[config.mk]
export PLATFORM = sky130hd
export DESIGN_NAME = decode_stage
export DESIGN_NICKNAME = d
export VERILOG_FILES = /design/src/rtl/decode_stage.sv
export SDC_FILE = /design/constraint.sdc
export NUM_CORES = 1
export LEC_CHECK = 0
export ABC_CLOCK_PERIOD_IN_PS = 3600
export CORE_ASPECT_RATIO = 1.75
export CORE_MARGIN = 3
export CORE_UTILIZATION = 40
export DETAILED_ROUTE_END_ITERATION = 10
export GPL_TIMING_DRIVEN = 0
export PLACE_DENSITY_LB_ADDON = 0.2
export SKIP_CTS_REPAIR_TIMING = 1
export SYNTH_ARGS = -nofsm -noshare
export SYNTH_HDL_FRONTEND = slang
export SYNTH_SLANG_ARGS = --single-unit
export TNS_END_PERCENT = 5
[constraint.sdc]
create_clock -name clk -period 3.6 [get_ports clk]
set_input_delay 0.54 -clock clk [delete_from_list [all_inputs] [get_ports clk]]
set_output_delay 0.54 -clock clk [all_outputs]
set_load 0.02 [all_outputs]
[src/rtl/decode_stage.sv]
// Registered RV32I decode stage: decodes one instruction per accepted transfer into a
// control/immediate bundle held in a single output register with valid/ready on both sides.
module decode_stage #(
    parameter int XLEN      = 32,
    parameter int EN_MEXT   = 0,
    parameter int EN_HAZARD = 1
) (
    input  logic            clk,
    input  logic            rst_n,
    input  logic            setup,
    input  logic            flush,
    input  logic            in_valid,
    output logic            in_ready,
    input  logic [31:0]     instr_in,
    input  logic [XLEN-1:0] pc_in,
    output logic            out_valid,
    input  logic            out_ready,
    output logic [XLEN-1:0] out_pc,
    output logic [XLEN-1:0] out_imm,
    output logic [4:0]      out_rd,
    output logic [4:0]      out_rs1,
    output logic [4:0]      out_rs2,
    output logic [4:0]      out_alu_op,
    output logic [1:0]      out_br_type,
    output logic            out_reg_write_en,
    output logic            out_ram_write_en,
    output logic            out_ram_read_en,
    output logic            out_ram_sign,
    output logic [3:0]      out_ram_type,
    output logic            out_mux_op1_sel,
    output logic            out_mux_op2_sel,
    output logic            out_mux_br_sel,
    output logic [1:0]      out_mux_writeback,
    output logic            out_mext,
    output logic [2:0]      out_muldiv_op,
    output logic            out_illegal,
    output logic            hazard_stall,
    output logic            irom_write_en,
    output logic            irom_read_en,
    output logic            pc_write_first_addr
);
    // Handshake: a transfer happens on a rising edge where valid & ready are both high;
    // valid never waits on ready, and a held bundle stays stable until it transfers.

    localparam logic [4:0] ALU_NONE = 5'd0,  ALU_ADD  = 5'd1,  ALU_SUB  = 5'd2,  ALU_SLL = 5'd3;
    localparam logic [4:0] ALU_SLT  = 5'd4,  ALU_SLTU = 5'd5,  ALU_XOR  = 5'd6,  ALU_SRL = 5'd7;
    localparam logic [4:0] ALU_SRA  = 5'd8,  ALU_OR   = 5'd9,  ALU_AND  = 5'd10, ALU_BEQ = 5'd11;
    localparam logic [4:0] ALU_BNE  = 5'd12, ALU_BLT  = 5'd13, ALU_BGE  = 5'd14, ALU_BLTU = 5'd15;
    localparam logic [4:0] ALU_BGEU = 5'd16, ALU_LUI  = 5'd17;
    localparam logic [1:0] BR_NONE = 2'd0, BR_JAL = 2'd1, BR_JALR = 2'd2, BR_BR = 2'd3;
    localparam logic [1:0] WB_NO_DATA = 2'd0, WB_ALU_OUT = 2'd1, WB_RAM = 2'd2, WB_PC4 = 2'd3;

    localparam logic [6:0] OPC_OP = 7'b0110011, OPC_IMM = 7'b0010011, OPC_LOAD = 7'b0000011;
    localparam logic [6:0] OPC_STORE = 7'b0100011, OPC_BRANCH = 7'b1100011, OPC_JAL = 7'b1101111;
    localparam logic [6:0] OPC_JALR = 7'b1100111, OPC_LUI = 7'b0110111, OPC_AUIPC = 7'b0010111;

    typedef struct packed {
        logic [XLEN-1:0] pc;
        logic [XLEN-1:0] imm;
        logic [4:0]      rd;
        logic [4:0]      rs1;
        logic [4:0]      rs2;
        logic [4:0]      alu_op;
        logic [1:0]      br_type;
        logic            reg_write_en;
        logic            ram_write_en;
        logic            ram_read_en;
        logic            ram_sign;
        logic [3:0]      ram_type;
        logic            op1_sel;
        logic            op2_sel;
        logic            br_sel;
        logic [1:0]      writeback;
        logic            mext;
        logic [2:0]      muldiv_op;
        logic            illegal;
    } bundle_t;

    function automatic logic [4:0] alu_fn3(input logic [2:0] f3, input logic alt);
        case (f3)
            3'd0:    alu_fn3 = alt ? ALU_SUB : ALU_ADD;
            3'd1:    alu_fn3 = ALU_SLL;
            3'd2:    alu_fn3 = ALU_SLT;
            3'd3:    alu_fn3 = ALU_SLTU;
            3'd4:    alu_fn3 = ALU_XOR;
            3'd5:    alu_fn3 = alt ? ALU_SRA : ALU_SRL;
            3'd6:    alu_fn3 = ALU_OR;
            default: alu_fn3 = ALU_AND;
        endcase
    endfunction

    function automatic logic [4:0] br_fn3(input logic [2:0] f3);
        case (f3)
            3'd0:    br_fn3 = ALU_BEQ;
            3'd1:    br_fn3 = ALU_BNE;
            3'd4:    br_fn3 = ALU_BLT;
            3'd5:    br_fn3 = ALU_BGE;
            3'd6:    br_fn3 = ALU_BLTU;
            3'd7:    br_fn3 = ALU_BGEU;
            default: br_fn3 = ALU_NONE;
        endcase
    endfunction

    // Byte-lane mask for the access size in FN3[1:0].
    function automatic logic [3:0] size_mask(input logic [1:0] sz);
        case (sz)
            2'd0:    size_mask = 4'b0001;
            2'd1:    size_mask = 4'b0011;
            default: size_mask = 4'b1111;
        endcase
    endfunction

    logic [6:0]      opcode, fn7;
    logic [2:0]      fn3;
    logic [4:0]      rd_f, rs1_f, rs2_f;
    logic [XLEN-1:0] imm_i, imm_s, imm_b, imm_u, imm_j;
    bundle_t         d, q;
    logic            legal, uses_rs1, uses_rs2, hazard, valid_q;

    assign opcode = instr_in[6:0];
    assign fn3    = instr_in[14:12];
    assign fn7    = instr_in[31:25];
    assign rd_f   = instr_in[11:7];
    assign rs1_f  = instr_in[19:15];
    assign rs2_f  = instr_in[24:20];
    assign imm_i  = XLEN'($signed(instr_in[31:20]));
    assign imm_s  = XLEN'($signed({instr_in[31:25], instr_in[11:7]}));
    assign imm_b  = XLEN'($signed({instr_in[31], instr_in[7], instr_in[30:25], instr_in[11:8], 1'b0}));
    assign imm_u  = XLEN'($signed({instr_in[31:12], 12'b0}));
    assign imm_j  = XLEN'($signed({instr_in[31], instr_in[19:12], instr_in[20], instr_in[30:21], 1'b0}));

    always_comb begin
        d        = '0;
        d.pc     = pc_in;
        legal    = 1'b1;
        uses_rs1 = 1'b0;
        uses_rs2 = 1'b0;
        case (opcode)
            OPC_OP: begin
                d.rd = rd_f; d.rs1 = rs1_f; d.rs2 = rs2_f;
                uses_rs1 = 1'b1; uses_rs2 = 1'b1;
                d.op2_sel = 1'b1; d.reg_write_en = 1'b1; d.writeback = WB_ALU_OUT;
                if (fn7 == 7'b0000000 || (fn7 == 7'b0100000 && (fn3 == 3'd0 || fn3 == 3'd5)))
                    d.alu_op = alu_fn3(fn3, fn7[5]);
                else if (fn7 == 7'b0000001 && EN_MEXT != 0) begin
                    d.mext = 1'b1; d.muldiv_op = fn3;
                end else
                    legal = 1'b0;
            end
            OPC_IMM: begin
                d.rd = rd_f; d.rs1 = rs1_f; uses_rs1 = 1'b1;
                d.reg_write_en = 1'b1; d.writeback = WB_ALU_OUT;
                d.alu_op = alu_fn3(fn3, fn3 == 3'd5 && fn7[5]);
                // Shifts carry only the shamt; the upper field selects SRAI or is reserved.
                if (fn3 == 3'd1 || fn3 == 3'd5) begin
                    d.imm = XLEN'(instr_in[24:20]);
                    legal = (fn7 == 7'b0000000) || (fn3 == 3'd5 && fn7 == 7'b0100000);
                end else
                    d.imm = imm_i;
            end
            OPC_LOAD: begin
                d.rd = rd_f; d.rs1 = rs1_f; uses_rs1 = 1'b1; d.imm = imm_i;
                d.alu_op = ALU_ADD; d.ram_read_en = 1'b1; d.reg_write_en = 1'b1;
                d.writeback = WB_RAM; d.ram_sign = ~fn3[2]; d.ram_type = size_mask(fn3[1:0]);
                legal = (fn3 != 3'd3) && (fn3 < 3'd6);
            end
            OPC_STORE: begin
                d.rs1 = rs1_f; d.rs2 = rs2_f; uses_rs1 = 1'b1; uses_rs2 = 1'b1;
                d.imm = imm_s; d.alu_op = ALU_ADD; d.ram_write_en = 1'b1;
                d.ram_sign = 1'b1; d.ram_type = size_mask(fn3[1:0]); d.writeback = WB_NO_DATA;
                legal = (fn3 < 3'd3);
            end
            OPC_BRANCH: begin
                d.rs1 = rs1_f; d.rs2 = rs2_f; uses_rs1 = 1'b1; uses_rs2 = 1'b1;
                d.imm = imm_b; d.alu_op = br_fn3(fn3); d.br_type = BR_BR; d.op2_sel = 1'b1;
                legal = (fn3 != 3'd2) && (fn3 != 3'd3);
            end
            OPC_JAL: begin
                d.rd = rd_f; d.imm = imm_j; d.br_type = BR_JAL;
                d.reg_write_en = 1'b1; d.writeback = WB_PC4;
            end
            OPC_JALR: begin
                d.rd = rd_f; d.rs1 = rs1_f; uses_rs1 = 1'b1; d.imm = imm_i;
                d.br_type = BR_JALR; d.br_sel = 1'b1; d.reg_write_en = 1'b1; d.writeback = WB_PC4;
                legal = (fn3 == 3'd0);
            end
            OPC_LUI: begin
                d.rd = rd_f; d.imm = imm_u; d.alu_op = ALU_LUI;
                d.reg_write_en = 1'b1; d.writeback = WB_ALU_OUT;
            end
            OPC_AUIPC: begin
                d.rd = rd_f; d.imm = imm_u; d.alu_op = ALU_ADD; d.op1_sel = 1'b1;
                d.reg_write_en = 1'b1; d.writeback = WB_ALU_OUT;
            end
            default: legal = 1'b0;
        endcase
        // Illegal encodings travel as a flagged NOP so execute can trap on the PC.
        if (!legal) begin
            d         = '0;
            d.pc      = pc_in;
            d.illegal = 1'b1;
            uses_rs1  = 1'b0;
            uses_rs2  = 1'b0;
        end
    end

    assign hazard = (EN_HAZARD != 0) && valid_q && q.ram_read_en && (q.rd != 5'd0) &&
                    ((uses_rs1 && rs1_f == q.rd) || (uses_rs2 && rs2_f == q.rd));
    assign hazard_stall = rst_n & in_valid & hazard;
    assign in_ready     = rst_n & ~setup & ~flush & ~hazard & (~valid_q | out_ready);

    always_ff @(posedge clk) begin
        if (!rst_n) begin
            valid_q <= 1'b0;
            q       <= '0;
        end else if (flush || setup) begin
            valid_q <= 1'b0;
        end else if (in_valid && in_ready) begin
            valid_q <= 1'b1;
            q       <= d;
        end else if (out_ready) begin
            valid_q <= 1'b0;
        end
    end

    assign out_valid           = valid_q;
    assign out_pc              = q.pc;
    assign out_imm             = q.imm;
    assign out_rd              = q.rd;
    assign out_rs1             = q.rs1;
    assign out_rs2             = q.rs2;
    assign out_alu_op          = q.alu_op;
    assign out_br_type         = q.br_type;
    assign out_reg_write_en    = q.reg_write_en;
    assign out_ram_write_en    = q.ram_write_en;
    assign out_ram_read_en     = q.ram_read_en;
    assign out_ram_sign        = q.ram_sign;
    assign out_ram_type        = q.ram_type;
    assign out_mux_op1_sel     = q.op1_sel;
    assign out_mux_op2_sel     = q.op2_sel;
    assign out_mux_br_sel      = q.br_sel;
    assign out_mux_writeback   = q.writeback;
    assign out_mext            = q.mext;
    assign out_muldiv_op       = q.muldiv_op;
    assign out_illegal         = q.illegal;
    assign irom_write_en       = setup;
    assign irom_read_en        = ~setup;
    assign pc_write_first_addr = setup;
endmodule
==> impl_metrics.toml <==
[power_and_ir_drop]
power.density_mw_per_mm2 = 347
clkPwrFrac_pct = 44.3
combPwrFrac_pct = 11.9
power_leakage_nw = 2.42
switching_power_w = 0.000609
p_int_w = 0.00195
ir_drop_v = 0.000211
p_sw_share_pct = 23.8
pwr-share-seq_pct = 43.7

[yosys]
synth_top_cell_by_area = "dfxtp_1"
synthArstFlopShare_pct = 0
yosysSeqAreaShare_pct = 40.5
synthCells = 631
syn_area_mm2 = 0.00495
ys_ff_latch = 100
yosysWarnings = 0
netlist-cell-type-count = 58
synth_ff_type = "dfxtp_1"
synth_edf_count = 0
yosys.cell_count.top_type = "dfxtp_1"
avgSynthCellArea_um2 = 7.84
yosysTopAreaCellShare_pct = 40.5
ys_top_cells_by_count = "dfxtp_1, a21oi_1, o21ai_0"
synth_area_leaders = "dfxtp_1, a21oi_1, o21ai_0"

[setup_path]
arrival_ns = 2.98
cp.required_ns = 3.06
worstSetupPathType = "primary input to primary output"
rr_worst_depth = 8
startpoint_type = "primary input"
crit_path_end_kind = "primary output"
crit_fanout = 19

[floorplanning]
rows = 53
die_area_mm2 = 0.0138
start_util_pct = 41.0
boundaryPins = 180
fp.dieW_um = 90.1
core-area_mm2 = 0.0121
die_height_um = 153

[final_layout]
finish.instance_area_mm2 = 0.00737
drive_above_1_share_pct = 7.14
diodes = 0
finalNonFillerCells = 991
finalNetCount = 891
syn2layout_area_growth_pct = 49.0

[placed_design]
dp_hpwl_um = 16200
place_area_mm2 = 0.00691
placement.io_buffers = 174
globalplace.congestion = 0.957
dp_cells = 973

[sta]
fin_crit_ns = 3.52
worst_slew_pin_slew_ns = 1.10
finClkSkew_ns = 0.0124
maxSlewViolCount = 0
slew_headroom_pct = 26.2
min_period_over_period_pct = 97.9
rsz0062_at_grt = "no"
timing.fmax_mhz = 284
setup_viol_count_final = 0
finalHoldViolations = 0

[detailed_routing]
num_vias = 5760
drtAntennaViolNets = 0
drtIter0Drc = 459
firstDrtPassIters = 6
routed_wl_um = 20300
vias_per_cell = 5.81
drc = 0
routedWlPerCell_um = 20.4

[grt]
grt_max_degree = 17
grt.total_usage_pct = 28.6
antenna_found_initial = 0
grt_pass1_vias = 5828
grt-ovfl-total = 0
grt_pass1_wl_um = 31100

[clock_tree]
cts_sinks = 100
clockBufferDepth = 2
cts_tree = "yes"
h-tree-depth = 3
insertion_delay_ns = 0.36
cts_root_buffer = "clkbuf_16"
cts_buffers = 9
cts.clk_slew.worst_paths_ns = 0.06

[run]
maxCapViolCount = 0

[worst_hold_path]
hold_path.class = "flop to flop"
holdPathStages = 2

[status]
status = "finished clean"
[state kept, by name (all words and copies together) (netlist names), 2 cells and up]
name / count
out_alu_op: 5
out_br_type: 2
out_imm: 32
out_mux_writeback: 2
out_pc: 32
out_ram_type: 3
out_rd: 5
out_rs1: 5
out_rs2: 5
[power by group through the flow]
stage,Clock (W),Sequential (W),Combinational (W)
final,0.00114,0.00112,0.000306
after global routing,0.00117,0.00112,0.000325
after CTS,0.00113,0.00112,0.000294
after detailed placement,0,0.00114,0.000293
after global placement,0,0.00114,0.000291
after floorplan,0,0.00116,0.000122
[routing by layer]
layer,vias up,routed length [um],GRT usage [%]
met5,-,0,0
met4,0,1250,20.2
met3,71,1130,4.63
met2,305,10800,52.2
met1,2675,7100,29.1
li1,2709,-,-
[cells by family (layout without fill, tap and decap cells)]
| family | Yosys count | in the layout | synth area share [%] |
|---|---|---|---|
| multiplexers | 1 | 1 | 0.202 |
| flip-flops | 100 | 100 | 40.5 |
| buffers and inverters | 80 | 272 | 7.10 |
| other | 1 | 4 | 0.0758 |
| AND/OR/NAND/NOR | 182 | 182 | 19.7 |
| AO/OA/AOI/OAI | 257 | 257 | 30.7 |
| XOR/XNOR | 10 | 10 | 1.77 |
[through the flow]
step | utilization [%] | power (W) | setup TNS [ns] | setup WS [ns] | hold WS [ns]
detailed placement | 57.2 | 0.00144 | -3.59 | -0.899 | 0.463
global route | 61.1 | 0.00262 | 0 | 0.00626 | 0.495
CTS | 60.1 | 0.00255 | -1.48 | -0.929 | 0.473
finish | 61.1 | 0.00256 | 0 | 0.0767 | 0.473
floorplan | - | 0.00128 | 0 | 0.499 | 0.533
global placement | 57.2 | 0.00144 | -1.56 | -0.841 | 0.459
[final cells by class]
| type | instances | area, um^2 |
|---|---|---|
| fillers | 1156 | 4700 |
| multi-input cells | 454 | 2680 |
| flip-flops and latches | 100 | 2000 |
| repair buffers | 179 | 1780 |
| plain buffers | 68 | 314 |
| clock buffers | 11 | 243 |
| well taps | 165 | 206 |
| clock inverters | 5 | 106 |
| inverters | 9 | 37.5 |
[cell usage in the layout (no fill, tap or decap), drive strengths merged, types with 11 or more instances in the layout]
| master | instances |
|---|---|
| nor3 | 11 |
| dfxtp | 100 |
| nand2 | 37 |
| nand4 | 20 |
| o21ai | 87 |
| nand3 | 62 |
| buf | 27 |
| o211ai | 18 |
| clkdlybuf4s50 | 172 |
| a21oi | 96 |
| o31ai | 13 |
| nor2 | 16 |
| clkbuf | 58 |
[critical path, cell delays in order]
cell	delay (ns)
clkdlybuf4s50_1	0.55
nand4bb_4	0.29
or4_4	0.47
o311a_4	0.41
a2bb2oi_4	0.23
buf_6	0.21
nor3b_1	0.06
dlymetal6s2s_1	0.21
[path summary, 6_finish.rpt]
check / start / slack (ns) / endpoint
min reg2reg: out_imm[12] / 0.47 / out_imm[12]
max reg2reg: out_rd[1] / 0.45 / out_pc[1]
min: out_imm[12] / 0.47 / out_imm[12]
max: instr_in[3] / 0.08 / in_ready
Power figures use the tool's default switching activity.
